## src/rtl/matrix_load_sequencer_pkg.sv

```systemverilog
// Shared widths, sel codes and FSM state encoding for the matrix load sequencer.
package matrix_pkg;
  localparam int DATA_W   = 32;
  localparam int SEL_W    = 6;
  localparam int NUM_ELEM = 18;
  localparam int CMD_SEL  = 18;
  localparam int IDLE_SEL = 63;
  localparam int IDX_W    = 5;

  typedef enum logic [1:0] {
    IDLE,
    CMD,
    WAIT,
    LOAD
  } state_e;
endpackage

```

## src/rtl/matrix_load_sequencer_fifo.sv

```systemverilog
// Element buffer for the load sequencer: synchronous FIFO with flush,
// full/empty/count status and async active-low reset of the control state.
module seq_fifo #(
  parameter int DATA_W = 32,
  parameter int DEPTH  = 4
) (
  input  logic                     clk,
  input  logic                     rst_n,
  input  logic                     flush,
  input  logic                     push,
  input  logic                     pop,
  input  logic [DATA_W-1:0]        wdata,
  output logic [DATA_W-1:0]        rdata,
  output logic                     full,
  output logic                     empty,
  output logic [$clog2(DEPTH):0]   count
);
  localparam int PTR_W = $clog2(DEPTH);

  logic [PTR_W-1:0]  wr_ptr_q, wr_ptr_d;
  logic [PTR_W-1:0]  rd_ptr_q, rd_ptr_d;
  logic [PTR_W:0]    count_q, count_d;
  logic [DATA_W-1:0] mem_q [DEPTH];
  logic              do_push, do_pop;

  assign full  = (count_q == (PTR_W+1)'(DEPTH));
  assign empty = (count_q == '0);
  assign count = count_q;
  assign rdata = mem_q[rd_ptr_q];

  // Flush wins over both ports so a push coinciding with it is dropped.
  always_comb begin
    do_push  = push & ~full & ~flush;
    do_pop   = pop & ~empty & ~flush;
    wr_ptr_d = wr_ptr_q;
    rd_ptr_d = rd_ptr_q;
    count_d  = count_q;
    if (do_push) wr_ptr_d = wr_ptr_q + PTR_W'(1);
    if (do_pop)  rd_ptr_d = rd_ptr_q + PTR_W'(1);
    if (do_push && !do_pop)      count_d = count_q + (PTR_W+1)'(1);
    else if (do_pop && !do_push) count_d = count_q - (PTR_W+1)'(1);
    if (flush) begin
      wr_ptr_d = '0;
      rd_ptr_d = '0;
      count_d  = '0;
    end
  end

  always_ff @(posedge clk or negedge rst_n) begin
    if (!rst_n) begin
      wr_ptr_q <= '0;
      rd_ptr_q <= '0;
      count_q  <= '0;
    end else begin
      wr_ptr_q <= wr_ptr_d;
      rd_ptr_q <= rd_ptr_d;
      count_q  <= count_d;
    end
  end

  always_ff @(posedge clk) begin
    if (do_push) mem_q[wr_ptr_q] <= wdata;
  end
endmodule

```

## src/rtl/matrix_load_sequencer.sv

```systemverilog
// Feeds the ALU matrix sel/eleIn pair: a command slot carrying op, then one
// slot per buffered element, each slot held for HOLD cycles.
module matrix_load_sequencer
  import matrix_pkg::*;
#(
  parameter int HOLD       = 2,
  parameter int FIFO_DEPTH = 4
) (
  input  logic              clk,
  input  logic              reset,
  input  logic              start,
  input  logic [DATA_W-1:0] op,
  input  logic              abort,
  input  logic              in_valid,
  output logic              in_ready,
  input  logic [DATA_W-1:0] in_data,
  output logic [SEL_W-1:0]  sel,
  output logic [DATA_W-1:0] eleIn,
  output logic              busy,
  output logic              done
);
  localparam int HOLD_W = (HOLD > 1) ? $clog2(HOLD) : 1;
  localparam int CNT_W  = $clog2(FIFO_DEPTH) + 1;

  state_e            state_q, state_d;
  logic [IDX_W-1:0]  idx_q, idx_d;
  logic [HOLD_W-1:0] hold_q, hold_d;
  logic [SEL_W-1:0]  sel_q, sel_d;
  logic [DATA_W-1:0] ele_q, ele_d;
  logic              busy_q, busy_d;
  logic              done_q, done_d;
  logic              run_q;

  logic              fifo_push, fifo_pop, fifo_full, fifo_empty;
  logic [DATA_W-1:0] fifo_rdata;
  logic [CNT_W-1:0]  fifo_count_unused;

  // run_q keeps in_ready low until the first clock edge after reset release.
  assign in_ready  = run_q & ~fifo_full;
  assign fifo_push = in_valid & in_ready;

  assign sel   = sel_q;
  assign eleIn = ele_q;
  assign busy  = busy_q;
  assign done  = done_q;

  seq_fifo #(
    .DATA_W (DATA_W),
    .DEPTH  (FIFO_DEPTH)
  ) u_fifo (
    .clk   (clk),
    .rst_n (reset),
    .flush (abort),
    .push  (fifo_push),
    .pop   (fifo_pop),
    .wdata (in_data),
    .rdata (fifo_rdata),
    .full  (fifo_full),
    .empty (fifo_empty),
    .count (fifo_count_unused)
  );

  always_comb begin
    state_d  = state_q;
    idx_d    = idx_q;
    hold_d   = hold_q;
    sel_d    = sel_q;
    ele_d    = ele_q;
    done_d   = 1'b0;
    fifo_pop = 1'b0;
    if (abort) begin
      state_d = IDLE;
      idx_d   = '0;
      hold_d  = '0;
      sel_d   = SEL_W'(IDLE_SEL);
      ele_d   = '0;
    end else begin
      unique case (state_q)
        IDLE: begin
          if (start) begin
            state_d = CMD;
            sel_d   = SEL_W'(CMD_SEL);
            ele_d   = op;
            hold_d  = HOLD_W'(HOLD - 1);
          end
        end
        CMD: begin
          if (hold_q == '0) begin
            state_d = WAIT;
            idx_d   = '0;
            sel_d   = SEL_W'(IDLE_SEL);
          end else begin
            hold_d = hold_q - HOLD_W'(1);
          end
        end
        WAIT: begin
          // Pop now; the element is registered onto eleIn with its sel.
          if (!fifo_empty) begin
            fifo_pop = 1'b1;
            state_d  = LOAD;
            sel_d    = SEL_W'(idx_q);
            ele_d    = fifo_rdata;
            hold_d   = HOLD_W'(HOLD - 1);
          end
        end
        LOAD: begin
          if (hold_q != '0) begin
            hold_d = hold_q - HOLD_W'(1);
          end else if (idx_q == IDX_W'(NUM_ELEM - 1)) begin
            state_d = IDLE;
            done_d  = 1'b1;
            idx_d   = '0;
            sel_d   = SEL_W'(IDLE_SEL);
            ele_d   = '0;
          end else begin
            state_d = WAIT;
            idx_d   = idx_q + IDX_W'(1);
            sel_d   = SEL_W'(IDLE_SEL);
          end
        end
        default: begin
          state_d = IDLE;
          sel_d   = SEL_W'(IDLE_SEL);
          ele_d   = '0;
        end
      endcase
    end
    busy_d = (state_d != IDLE);
  end

  always_ff @(posedge clk or negedge reset) begin
    if (!reset) begin
      state_q <= IDLE;
      idx_q   <= '0;
      hold_q  <= '0;
      sel_q   <= SEL_W'(IDLE_SEL);
      ele_q   <= '0;
      busy_q  <= 1'b0;
      done_q  <= 1'b0;
      run_q   <= 1'b0;
    end else begin
      state_q <= state_d;
      idx_q   <= idx_d;
      hold_q  <= hold_d;
      sel_q   <= sel_d;
      ele_q   <= ele_d;
      busy_q  <= busy_d;
      done_q  <= done_d;
      run_q   <= 1'b1;
    end
  end
endmodule

```

## config.mk

```make
export PLATFORM = sky130hd
export DESIGN_NAME = matrix_load_sequencer
export DESIGN_NICKNAME = d
export VERILOG_FILES = /design/src/rtl/matrix_load_sequencer_pkg.sv /design/src/rtl/matrix_load_sequencer_fifo.sv /design/src/rtl/matrix_load_sequencer.sv
export SDC_FILE = /design/constraint.sdc
export NUM_CORES = 1
export LEC_CHECK = 0
export ABC_CLOCK_PERIOD_IN_PS = 2500
export CORE_MARGIN = 4
export CORE_UTILIZATION = 30
export CTS_CLUSTER_DIAMETER = 80
export DETAILED_ROUTE_END_ITERATION = 8
export PLACE_DENSITY = 0.61
export SLEW_MARGIN = 10
export SYNTH_ARGS = -nofsm -noshare
export SYNTH_HDL_FRONTEND = slang
export SYNTH_SLANG_ARGS = --single-unit
```

## constraint.sdc

```tcl
create_clock -name clk -period 2.5 [get_ports clk]
set_input_delay 0.5 -clock clk [delete_from_list [all_inputs] [get_ports clk]]
set_output_delay 0.5 -clock clk [all_outputs]
set_load 0.05 [all_outputs]
```

==> results.md, run 1 <==
- Yosys printed 0 warnings.
- The HPWL after detailed placement is roughly 12,000 µm.
- The top achievable clock speed is roughly 0.42 GHz.
- The number of flops mapped to enable cells by yosys is 128.
- edfxtp_1 takes more of the synthesized area than any other cell.
- Along the worst path, the maximum fanout reaches 2.
- The dominant register cell in the synthesized netlist is edfxtp_1.
- The overall die height is 168 µm.
- The layout filler cell count is roughly 2,300.
- The data required time of the critical path is between 2000 and 3000 ps.
- The cell type of the slowest stage on the worst timing path is or4_1.
- The final antenna-violating net count is 0.
- The run finished with clean final reports.
- The mean area per synthesized cell is around 16 µm².
- The final layout contains routed wiring with a total length of around 17,000 µm.
- The transition at the pin with the smallest max-transition slack is approximately 790 ps.
- The maximum buffer depth of the clock tree is 2.
- The share of the Yosys chip area taken by registers is 0.685.
- Leaving out fill and tap cells, the most frequent cell in the layout is edfxtp_1.
- The effective utilization at floorplan is 0.304.
- The share of flip-flops with an asynchronous set or reset is 0.304.
- Yosys attributes the largest share of cell area to edfxtp_1, dfrtp_1, mux2i_1, o2bb2ai_2, o22ai_1.
- The clock arrives with around 14 ps of skew.
- The sum of met2 wire segment lengths after detailed routing is 8860 µm.
- The library cell appearing most often on the critical path is nor2b_1.
- The die covers about 0.028 mm².
- The global-route wire length before repair is about 27,000 µm.
- After detailed routing, the met3 layer carries 931 µm of wire.
- Of the post-synthesis cell area, the dominant cell type holds 0.501.
- For the finished layout, the period the worst path requires is approximately 2400 ps.
- For the final routed database, the setup TNS stands at 0 ps.
- The total CTS buffers is 17.
- At the worst endpoint, the arrival time is 2690 ps.
- For this run, the detailed router's first-pass iteration total came to 6.
- The port buffer count is around 110.
- In this run the tightest slew margin relative to its limit is 0.472.
- Setup repair after global routing left no endpoint under its margin.
- The unique cell type count in the Yosys netlist is between 50 and 60.
- The total routed wire length on the met1 layer is roughly 7400 µm.
- Routability-driven placement finished with a final weighted congestion of about 0.75.
- The number of gates resized after CTS was 0.
- The tree built by TritonCTS fans out to between 150 and 200 sinks.
- The initial antenna violation count is 1.
- The number of slew-limit violations in the final report was 0.
- The number of nets in the synthesized netlist is ~550.
- Of the cells placed in the final design, the portion with a size suffix greater than 1 is 0.195.
- The number of primary I/O pins is 110.
- Setup violations remaining at the end of the flow were counted as 0.
- The total of flip-flops plus latches after synthesis is roughly 180.
- The worst setup path is launched from a primary input.
- The net count of the finished layout is about 680.
- The number of setup buffers added after CTS is 0.
- The total power after layout is between 7000 and 8000 µW.
- The clock tree from TritonCTS is built.
- The via count of the first global-routing pass is between 4,000 and 5,000.
- After clock tree synthesis, the clock-pin slew on the worst setup and hold paths is around 70 ps.
- The site row count is 58.
- Entering global routing, the biggest net connects 39 pins.
- The clock reaches the later pin of the worst-skew pair after about 430 ps.
- The cell count after synthesis is ~480.
- The clock root buffer master is clkbuf_16.
- The detailed-route wire length per cell is between 15 and 20 µm.
- For this run, the total global-route usage over all layers was measured as 0.122.
- The worst min-delay path class is primary input to asynchronous set/reset pin.
- The delay of the slowest cell on the worst path is between 500 and 600 ps.
- The placeable core region is between 0.02 and 0.03 mm².
- The number of diodes is 0.
- In the layout the commonest cells are edfxtp_1, clkdlybuf4s50_1, mux2i_1.
- Dividing the detail-routed via count by the number of cells gives approximately 4.7.
- Buffers inserted to repair hold after CTS numbered 0.
- The H-tree was split into 4 levels.
- The overall via count from detail_route is ~4,400.
- The top routing layer in use is met5.
- The die is ~170 µm wide.
- The first routing iteration left 172 violations.
- The mapped netlist covers around 0.0077 mm².
- In the routed design, unresolved DRC markers number 0.
- The maximum vdd ir drop is between 0.0003 and 0.0004 V.
- The hold violation count in the final report is 0.
- The worst setup path is of the primary input to register kind.
- In this run the power density over the cells is 761 mW/mm².
- STA classifies the critical path endpoint as a register.
- The number of max-cap violations is 0.
- The post-route fraction of the period consumed by the critical path is 0.941.
- The overflow left after global routing is 0.
- Traced cell by cell, the critical path runs through clkdlybuf4s50_1, nand2_1, a21oi_2, nor2b_1, nor2b_1, fa_1, or4_1, o31ai_2.
- For this design the static power due to leakage is approximately 0.0033 µW.
- The synthesis-to-finish area growth is 28.9%.
[critical path: cells and delay by family]
kind,cells,cell delay (ps)
buf+inv,1,470
compound gates,2,220
fa+ha+maj,1,440
simple gates,4,1060
[synth_stat cells (all sizes together) (2+ instances only)]
cell,count
o21a,2
xor2,3
nor2,15
and2,5
dfstp,6
inv,7
dfrtp,50
buf,24
ha,6
nor2b,3
or3b,2
nand2,10
mux2i,66
or3,4
nand3b,3
and2b,2
nand3,2
o22ai,33
mux2,6
o21ai,6
clkbuf,3
xnor2,2
o2bb2ai,32
nor3,5
edfxtp,128
a21oi,38
[state kept, by name, indices dropped and copies added, names as in the netlist, 2 cells and up]
signal and flops:
u_fifo.mem_q 128, eleIn 32, sel 6, idx_q 5, u_fifo.count 3, state_q 2, u_fifo.rd_ptr_q 2, u_fifo.wr_ptr_q 2
[stage by stage]
step	setup slack (ps)	instance area, µm²	hold WS, ps	instances	util
finish	147	9890	152	946	0.393
global route	68.3	9890	189	946	0.393
CTS	174	9890	159	946	0.393
detailed placement	-285	9290	481	914	0.369
global placement	-154	9290	482	914	0.369
floorplan	271	7670	204	477	-
[logic make-up after synthesis]
kind of cell | after synthesis | synth area share
flip-flops | 184 | 0.685
multiplexers | 72 | 0.0950
XOR/XNOR | 5 | 0.00571
AO/OA/AOI/OAI | 116 | 0.128
other | 1 | 0.000489
AND/OR/NAND/NOR | 58 | 0.0444
adder cells (fa/ha/maj) | 7 | 0.0124
buffers and inverters | 34 | 0.0294
[power by group]
| group | switching, µW | leakage (µW) | internal [µW] |
|---|---|---|---|
| sequential | 108 | 0.00189 | 3430 |
| combinational | 818 | 0.00115 | 513 |
| clock | 1210 | 0.000286 | 1450 |
[path summary, 6_finish.rpt]
| kind | start | endpoint | slack (ps) | cells after the start |
|---|---|---|---|---|
| setup / recovery | in_valid | u_fifo.count[1] | 150 | 8 |
| hold / removal | reset | eleIn[23] | 150 | 1 |
| setup reg to reg | u_fifo.count[0] | u_fifo.count[1] | 190 | 7 |
| hold reg to reg | eleIn[31] | eleIn[31] | 500 | 1 |
| max in group asynchronous | reset | eleIn[11] | 1700 | 2 |
| min in group clk | eleIn[31] | eleIn[31] | 500 | 1 |
[final cells by class]
class,instances,area (µm²),share of cell area
clock inverters,14,160,0.0162
multi-input cells,259,2210,0.223
inverters,7,26.3,0.00266
well taps,330,413,0.0418
repair buffers,134,1380,0.140
clock buffers,18,439,0.0444
flip-flops and latches,184,5260,0.532
[routing by layer]
metal,vias up,GRT usage
li1,2097,-
met5,-,0
met4,2,0.0342
met2,118,0.212
met3,17,0.0378
met1,2188,0.148
Power figures use the tool's default switching activity.
==> run 2: changes to the inputs <==
ABC_CLOCK_PERIOD_IN_PS = 2370   (was 2500)
HOLD_SLACK_MARGIN = 0.08   (was not set)
clock period = 2.37 ns   (was 2.5 ns; I/O delays follow)
==> run 2 against run 1 <==
  * Routed wire length rose by 0.99%
  * Final cell count rose by 0.85%
  * Non-clock buffer count rose by 8
  * Highest routed layer unchanged
  * Setup slack got worse by 18 ps
  * Critical endpoint is now sel[5]
  * First-iteration DRC count rose by 21%
  * Utilization fell by 0.12 points
  * Combinational power rose by 7%
  * Die area did not move
  * Clock skew fell by 2.1 ps
  * Clock-buffer cell count rose by 2
  * Register-to-register slack got worse by 40 ps
  * Largest cell class unchanged
  * Critical path depth fell by 7
==> results.md, run 2 (synthesis gave the netlist of run 1 again) <==
- The run finished with clean final reports.
- The hold violation count in the final report is 0 (unchanged).
- The data required time of the critical path is 1900 ps (-940 ps).
- The final antenna-violating net count was 0 (unchanged).
- The total clock sinks is 184 (unchanged).
- The source-to-sink clock delay at the later pin of the worst-skew pair is 420 ps (about the same).
- The power per cell area was 780 mW/mm² (+2.4%).
- The final-stage net count is 687 (+1.2%).
- The total number of H-tree levels is 4 (unchanged).
- The placed wire-length estimate after detailed placement was 11,900 µm (+2.4%).
- The number of buffers added for setup after CTS is 0 (unchanged).
- The cell family with the largest share of critical-path delay is buffers and inverters.
- Tracing the worst setup path back leads to its startpoint at sel[5].
- The post-cts repair resize count is 0 (unchanged).
- The maximum number of pins on one net before global-route repair was 39 (unchanged).
- The clock transition at the registers of the reported paths is 70 ps (about the same).
- The flip-flop count of the largest register after layout is 128 (unchanged).
- The placeable core region is 0.0252 mm² (unchanged).
- The data arrival time of the worst path is 1770 ps (-920 ps).
- The maximum fanout along the worst path was 2 (unchanged).
- The delay of the slowest cell on the worst path is 810 ps (+270 ps).
- The area after detailed placement is 0.00932 mm² (+0.30%).
- The number of DRC violations after detailed routing is 0 (unchanged).
- The worst reg-to-reg setup slack was 150 ps (-40 ps).
- The final count of negative-setup-slack endpoints was 0 (unchanged).
- The effective utilization at floorplan is 0.304 (unchanged).
- The worst clock skew is 12.3 ps (-2.09 ps).
- The total routed wire length on the met1 layer is 7700 µm (+4.5%).
- The share of post-route cells with drive strength above 1 is 0.199 (+0.00391).
- The via count of the first global-routing pass is 4,786 (+2.4%).
- The number of stages on the worst hold path is 1.
- The library cell used most frequently in the layout, excluding fill and tap cells, is edfxtp_1.
- The die outline width is 168 µm (unchanged).
- The sum of met2 wire segment lengths after detailed routing is 8680 µm (-2.0%).
- The number of slew-limit violations in the final report is 0 (unchanged).
- The port buffer count is 109 (unchanged).
- The layout filler cell count is 2,272 (+0.18%).
- The nature of the critical path startpoint is a register.
- The number of buffers and inverters on the critical path is 1 (unchanged).
- The endpoint kind of the worst setup timing path is a primary output.
- The worst hold path startpoint is eleIn[22].
- The class of the most critical setup path is register to primary output.
- The number of design-rule violations left by the first detailed-router iteration is 208 (+21%).
- The headroom to the max-slew limit is 0.637 (+0.165).
- The leakage dissipation is 0.00333 µW (-0.14%).
- The detailed-route wire length per cell is 18.3 µm (+0.15%).
- The top routing layer in use is met5.
- The weighted congestion reported at the end of routability-driven placement is 0.783 (+5.1%).
- u_fifo.mem_q holds more flip-flops than any other register.
- The worst setup slack after layout is 128 ps (-18.4 ps).
- The global-route wire length before repair came to 27,200 µm (+2.4%).
- Setup repair after global routing left no endpoint under its margin.
- The number of cell instances on the worst register-to-register path is 7 (unchanged).
- The source of the worst register-to-register timing path is u_fifo.count[0].
- The maximum vdd ir drop is 0.000435 V (+24%).
- The cell type of the slowest stage on the worst timing path is clkdlybuf4s50_1.
- The transition at the pin with the smallest max-transition slack is 544 ps (-248 ps).
- The clock tree from TritonCTS is built.
- The final design instance area without fill is 0.00986 mm² (-0.32%).
- The global-route usage over all layers came to 0.126 (+0.00330).
- The root buffer cell chosen for the clock tree is clkbuf_16.
- Leaving out fill and tap cells, the most frequent cells in the layout are edfxtp_1, clkdlybuf4s50_1, mux2i_1.
- The final period demand of the worst path is approximately 2200 ps.
- The number of max-cap violations was 0 (unchanged).
- The capturing point of the worst reg2reg path is u_fifo.count[1].
- Of the available clock period, the critical path in the final layout requires 0.946.
- The signal on the critical path passes through clkdlybuf4s50_1.
- The maximum buffer depth of the clock tree is 2 (unchanged).
- The worst-case setup slack after placement was -318 ps (-32.0 ps).
- The quantity of hold-fixing buffers added after cts is 1 (+1).
- The overflow left after global routing is 0 (unchanged).
- The count of TritonRoute iterations in the first routing pass was 5 (-1).
- The site row count was 58 (unchanged).
- The detailed-route vias per instance is 4.73 (+1.2%).
- The overall via count from detail_route is 4,511 (+2.0%).
- The total CTS buffers is 17 (unchanged).
- The endpoint with the worst hold slack is eleIn[22].
- The overall die height is 168 µm (unchanged).
- The worst min-delay path class is register to register.
- The initial antenna violation count is 1 (unchanged).
- The synthesis-to-finish area growth is 28.5%.
- The final routed wirelength across all metal layers came to 17,500 µm (+0.99%).
- The top achievable clock speed is about 0.45 GHz.
- The number of diodes is 0 (unchanged).
- The floorplan die area was 0.0282 mm² (unchanged).
- The number of primary I/O pins is 110 (unchanged).
- The routed wire length on met3 was 942 µm (+1.2%).
[run 2: cell types whose count changed in the layout (fill, tap and decap cells not counted), moves of 2 or more]
cell      change
buf_4         +9
inv_8         -5
clkbuf_1      +3
buf_12        -2
clkinv_2      +2
inv_6         +2
[run 2: final cells by class]
class | count | area, µm² | share of cell area
Sequential cell | 184 | 5260 | 0.533
Multi-Input combinational cell | 259 | 2210 | 0.224
Timing Repair Buffer | 142 | 1420 | 0.144
Clock buffer | 20 | 437 | 0.0443
Tap cell | 330 | 413 | 0.0419
Clock inverter | 12 | 93.8 | 0.00952
Inverter | 7 | 26.3 | 0.00267
[run 2: per-layer routing]
metal  GRT usage  up-vias
li1            -     2112
met1       0.160     2264
met2       0.213      118
met3      0.0369       15
met4      0.0296        2
met5           0        -
[run 2: power breakdown]
group	internal, µW	switching (µW)
registers	3620	106
logic	540	875
clock network	1360	1190
[run 2: worst max-delay path by stage]
stage / end / slack (ps) / cells after the start
after floorplan: u_fifo.count[1] / 170 / 7
after global placement: u_fifo.count[1] / -250 / 8
after detailed placement: u_fifo.count[1] / -320 / 8
after CTS: sel[5] / 90 / 1
after global routing: u_fifo.count[1] / 5 / 7
final: sel[5] / 130 / 1
[run 2: stage by stage]
| step | instances | hold slack, ps | setup TNS [ps] | total power [µW] | util |
|---|---|---|---|---|---|
| after floorplan | 477 | 178 | 0 | 4660 | - |
| after global placement | 921 | 482 | -326 | 5190 | 0.370 |
| after detailed placement | 921 | 478 | -427 | 5220 | 0.370 |
| after CTS | 954 | 501 | 0 | 7790 | 0.391 |
| after global routing | 954 | 517 | 0 | 8030 | 0.391 |
| final | 954 | 497 | 0 | 7690 | 0.391 |
==> run 3: changes to the inputs <==
CORE_UTILIZATION = 54   (was 30)
PLACE_DENSITY = 0.91   (was 0.61)
==> run 3 against run 2 <==
  * Clock skew fell by 5.9 ps
  * Die area fell by 43%
  * Non-clock buffer count fell by 2
  * First-iteration DRC count rose by 13%
  * Routed wire length fell by 3.3%
==> results.md, run 3 (synthesis gave the netlist of run 1 again) <==
- The number of max-cap violations is 0 (unchanged).
- The maximum vdd ir drop is 0.000594 V (+36%).
- The site row count was 43 (-26%).
- The headroom to the max-slew limit is 0.569 (-0.0678).
- The setup path with the least slack is of type primary input to register.
- The total power after layout is 7920 µW (+3.0%).
- The flow ran to the end, and the final reports show no timing, DRC or antenna violations.
- The final routed wirelength across all metal layers is 16,900 µm (-3.3%).
- The maximum fanout along the worst path is 2 (unchanged).
- The flip-flop count of the largest register after layout came to 128 (unchanged).
- Leaving out fill and tap cells, the most frequent cell in the layout is edfxtp_1.
- The largest register by flop count is u_fifo.mem_q.
- Routed signal wires occupy layers up through met4.
- The overflow left after global routing is 0 (unchanged).
- The count of TritonRoute iterations in the first routing pass is 5 (unchanged).
- The maximum buffer depth of the clock tree is 2 (unchanged).
- The sum of met2 wire segment lengths after detailed routing is 8810 µm (+1.5%).
- Setup repair after global routing left no endpoint under its margin.
- The detailed-route vias per instance was 5.78 (+22%).
- The clock tree from TritonCTS is built.
- The post-route fraction of the period consumed by the critical path is 0.953 (+0.00675).
- The layout filler cell count came to 874 (-62%).
- The placeable core region is 0.0139 mm² (-45%).
- The routed wire length on met3 is 882 µm (-6.4%).
- The worst min-delay path class is register to register.
- The data arrival time of the worst path was 2590 ps (+820 ps).
- The final period demand of the worst path came to 2260 ps (+16.0 ps).
- The maximum number of pins on one net before global-route repair is 37 (-5.1%).
- The clock root buffer master is clkbuf_16.
- The via count of the first global-routing pass is 4,928 (+3.0%).
- The floorplan die area is 0.0162 mm² (-43%).
- The number of diodes is 0 (unchanged).
- The global-route wire length before repair is 26,300 µm (-3.2%).
- The total clock sinks is 184 (unchanged).
- The power per cell area was 815 mW/mm² (+4.5%).
- The end-of-flow core utilization is 0.700 (+0.308).
- The placed wire-length estimate after detailed placement came to 11,200 µm (-5.8%).
- The detailed-route wire length per cell is 21.1 µm (+15%).
- The port buffer count is 109 (unchanged).
- The worst hold margin was 492 ps (-5.05 ps).
- The setup TNS is 0 ps (unchanged).
- The number of primary I/O pins is 110 (unchanged).
- The source-to-sink clock delay at the later pin of the worst-skew pair is 420 ps (about the same).
- The final-stage net count was 685 (-0.29%).
- In the layout the commonest cells are edfxtp_1, clkdlybuf4s50_1, mux2i_1.
- The initial antenna violation count is 0 (-1).
- The global-route usage over all layers came to 0.214 (+0.0886).
- The overall via count from detail_route is 4,639 (+2.8%).
- The weighted congestion reported at the end of routability-driven placement was 0.880 (+12%).
- The total routed wire length on the met1 layer is 6970 µm (-9.5%).
- The final count of negative-setup-slack endpoints is 0 (unchanged).
- The clock transition at the registers of the reported paths came to 60 ps (about the same).
- The number of design-rule violations left by the first detailed-router iteration is 235 (+13%).
- The worst clock skew came to 6.41 ps (-5.89 ps).
- The share of post-route cells with drive strength above 1 is 0.198 (-0.000969).
- The final antenna-violating net count is 0 (unchanged).
- The effective utilization at floorplan is 0.552 (+0.248).
- The leakage dissipation is 0.00335 µW (+0.60%).
- STA classifies the critical path endpoint as a register.
- The data required time of the critical path is 2700 ps (+800 ps).
- The top achievable clock speed was 0.443 GHz (-0.71%).
- The number of DRC violations after detailed routing is 0 (unchanged).
- The total CTS buffers is 17 (unchanged).
- The hold violation count in the final report was 0 (unchanged).
- The overall die height is 127 µm (-24%).
- The total number of H-tree levels came to 4 (unchanged).
- The nature of the critical path startpoint is a primary input.
- The synthesis-to-finish area growth is 26.7%.
- The number of slew-limit violations in the final report is 0 (unchanged).
- The transition at the pin with the smallest max-transition slack is 646 ps (+102 ps).
- The die outline width is 127 µm (-24%).
-- run 3: timing repair --
| action | in CTS | in global routing |
|---|---|---|
| gates resized for setup | 0 | 1 |
| setup buffers | 0 | 0 |
| hold endpoints to repair | 4 | 0 |
| setup endpoints to repair | 0 | 1 |
| hold buffers | 1 | 0 |
-- run 3: power by group --
group | internal [µW] | switching (µW) | total [µW]
registers | 3620 | 117 | 3740
logic | 532 | 864 | 1400
clock network | 1630 | 1160 | 2790
total | 5780 | 2140 | 7920
-- run 3: area by class of cell --
cell class / count / area, µm² / area share
repair buffers: 140 / 1410 / 0.145
well taps: 180 / 225 / 0.0232
clock inverters: 12 / 123 / 0.0126
clock buffers: 20 / 467 / 0.0480
inverters: 7 / 26.3 / 0.00270
multi-input cells: 259 / 2210 / 0.228
flip-flops and latches: 184 / 5260 / 0.541
-- run 3: stage by stage --
stage / instance area, µm² / setup slack, ps / std cells
final: 9710 / 112 / 802
after global routing: 9710 / 39.2 / 802
after global placement: 9110 / -237 / 769
after detailed placement: 9110 / -330 / 769
after floorplan: 7670 / 167 / 477
after CTS: 9710 / 91.9 / 802
-- run 3: worst max-delay path, stage by stage --
cell and delay, ps:
clkdlybuf4s50_1 500, nand2_1 90, a21oi_2 120, nor2b_2 180
nor2b_1 180, fa_1 410, or4_1 550, o31ai_2 90
-- run 3: final timing paths --
| check | slack, ps | cells past startpoint | startpoint | end |
|---|---|---|---|---|
| setup / recovery | 110 | 8 | in_valid | u_fifo.count[1] |
| hold / removal | 490 | 1 | eleIn[30] | eleIn[30] |
| setup reg to reg | 150 | 7 | u_fifo.count[0] | u_fifo.count[1] |
| hold reg to reg | 490 | 1 | eleIn[30] | eleIn[30] |
| max in group asynchronous | 1100 | 3 | reset | sel[5] |
| min in group asynchronous | 600 | 2 | reset | eleIn[25] |
-- run 3: layer usage --
layer  GRT usage  vias up
met5           0        -
met4      0.0637        0
met3      0.0589       23
met2       0.369      162
met1       0.266     2349
li1            -     2105
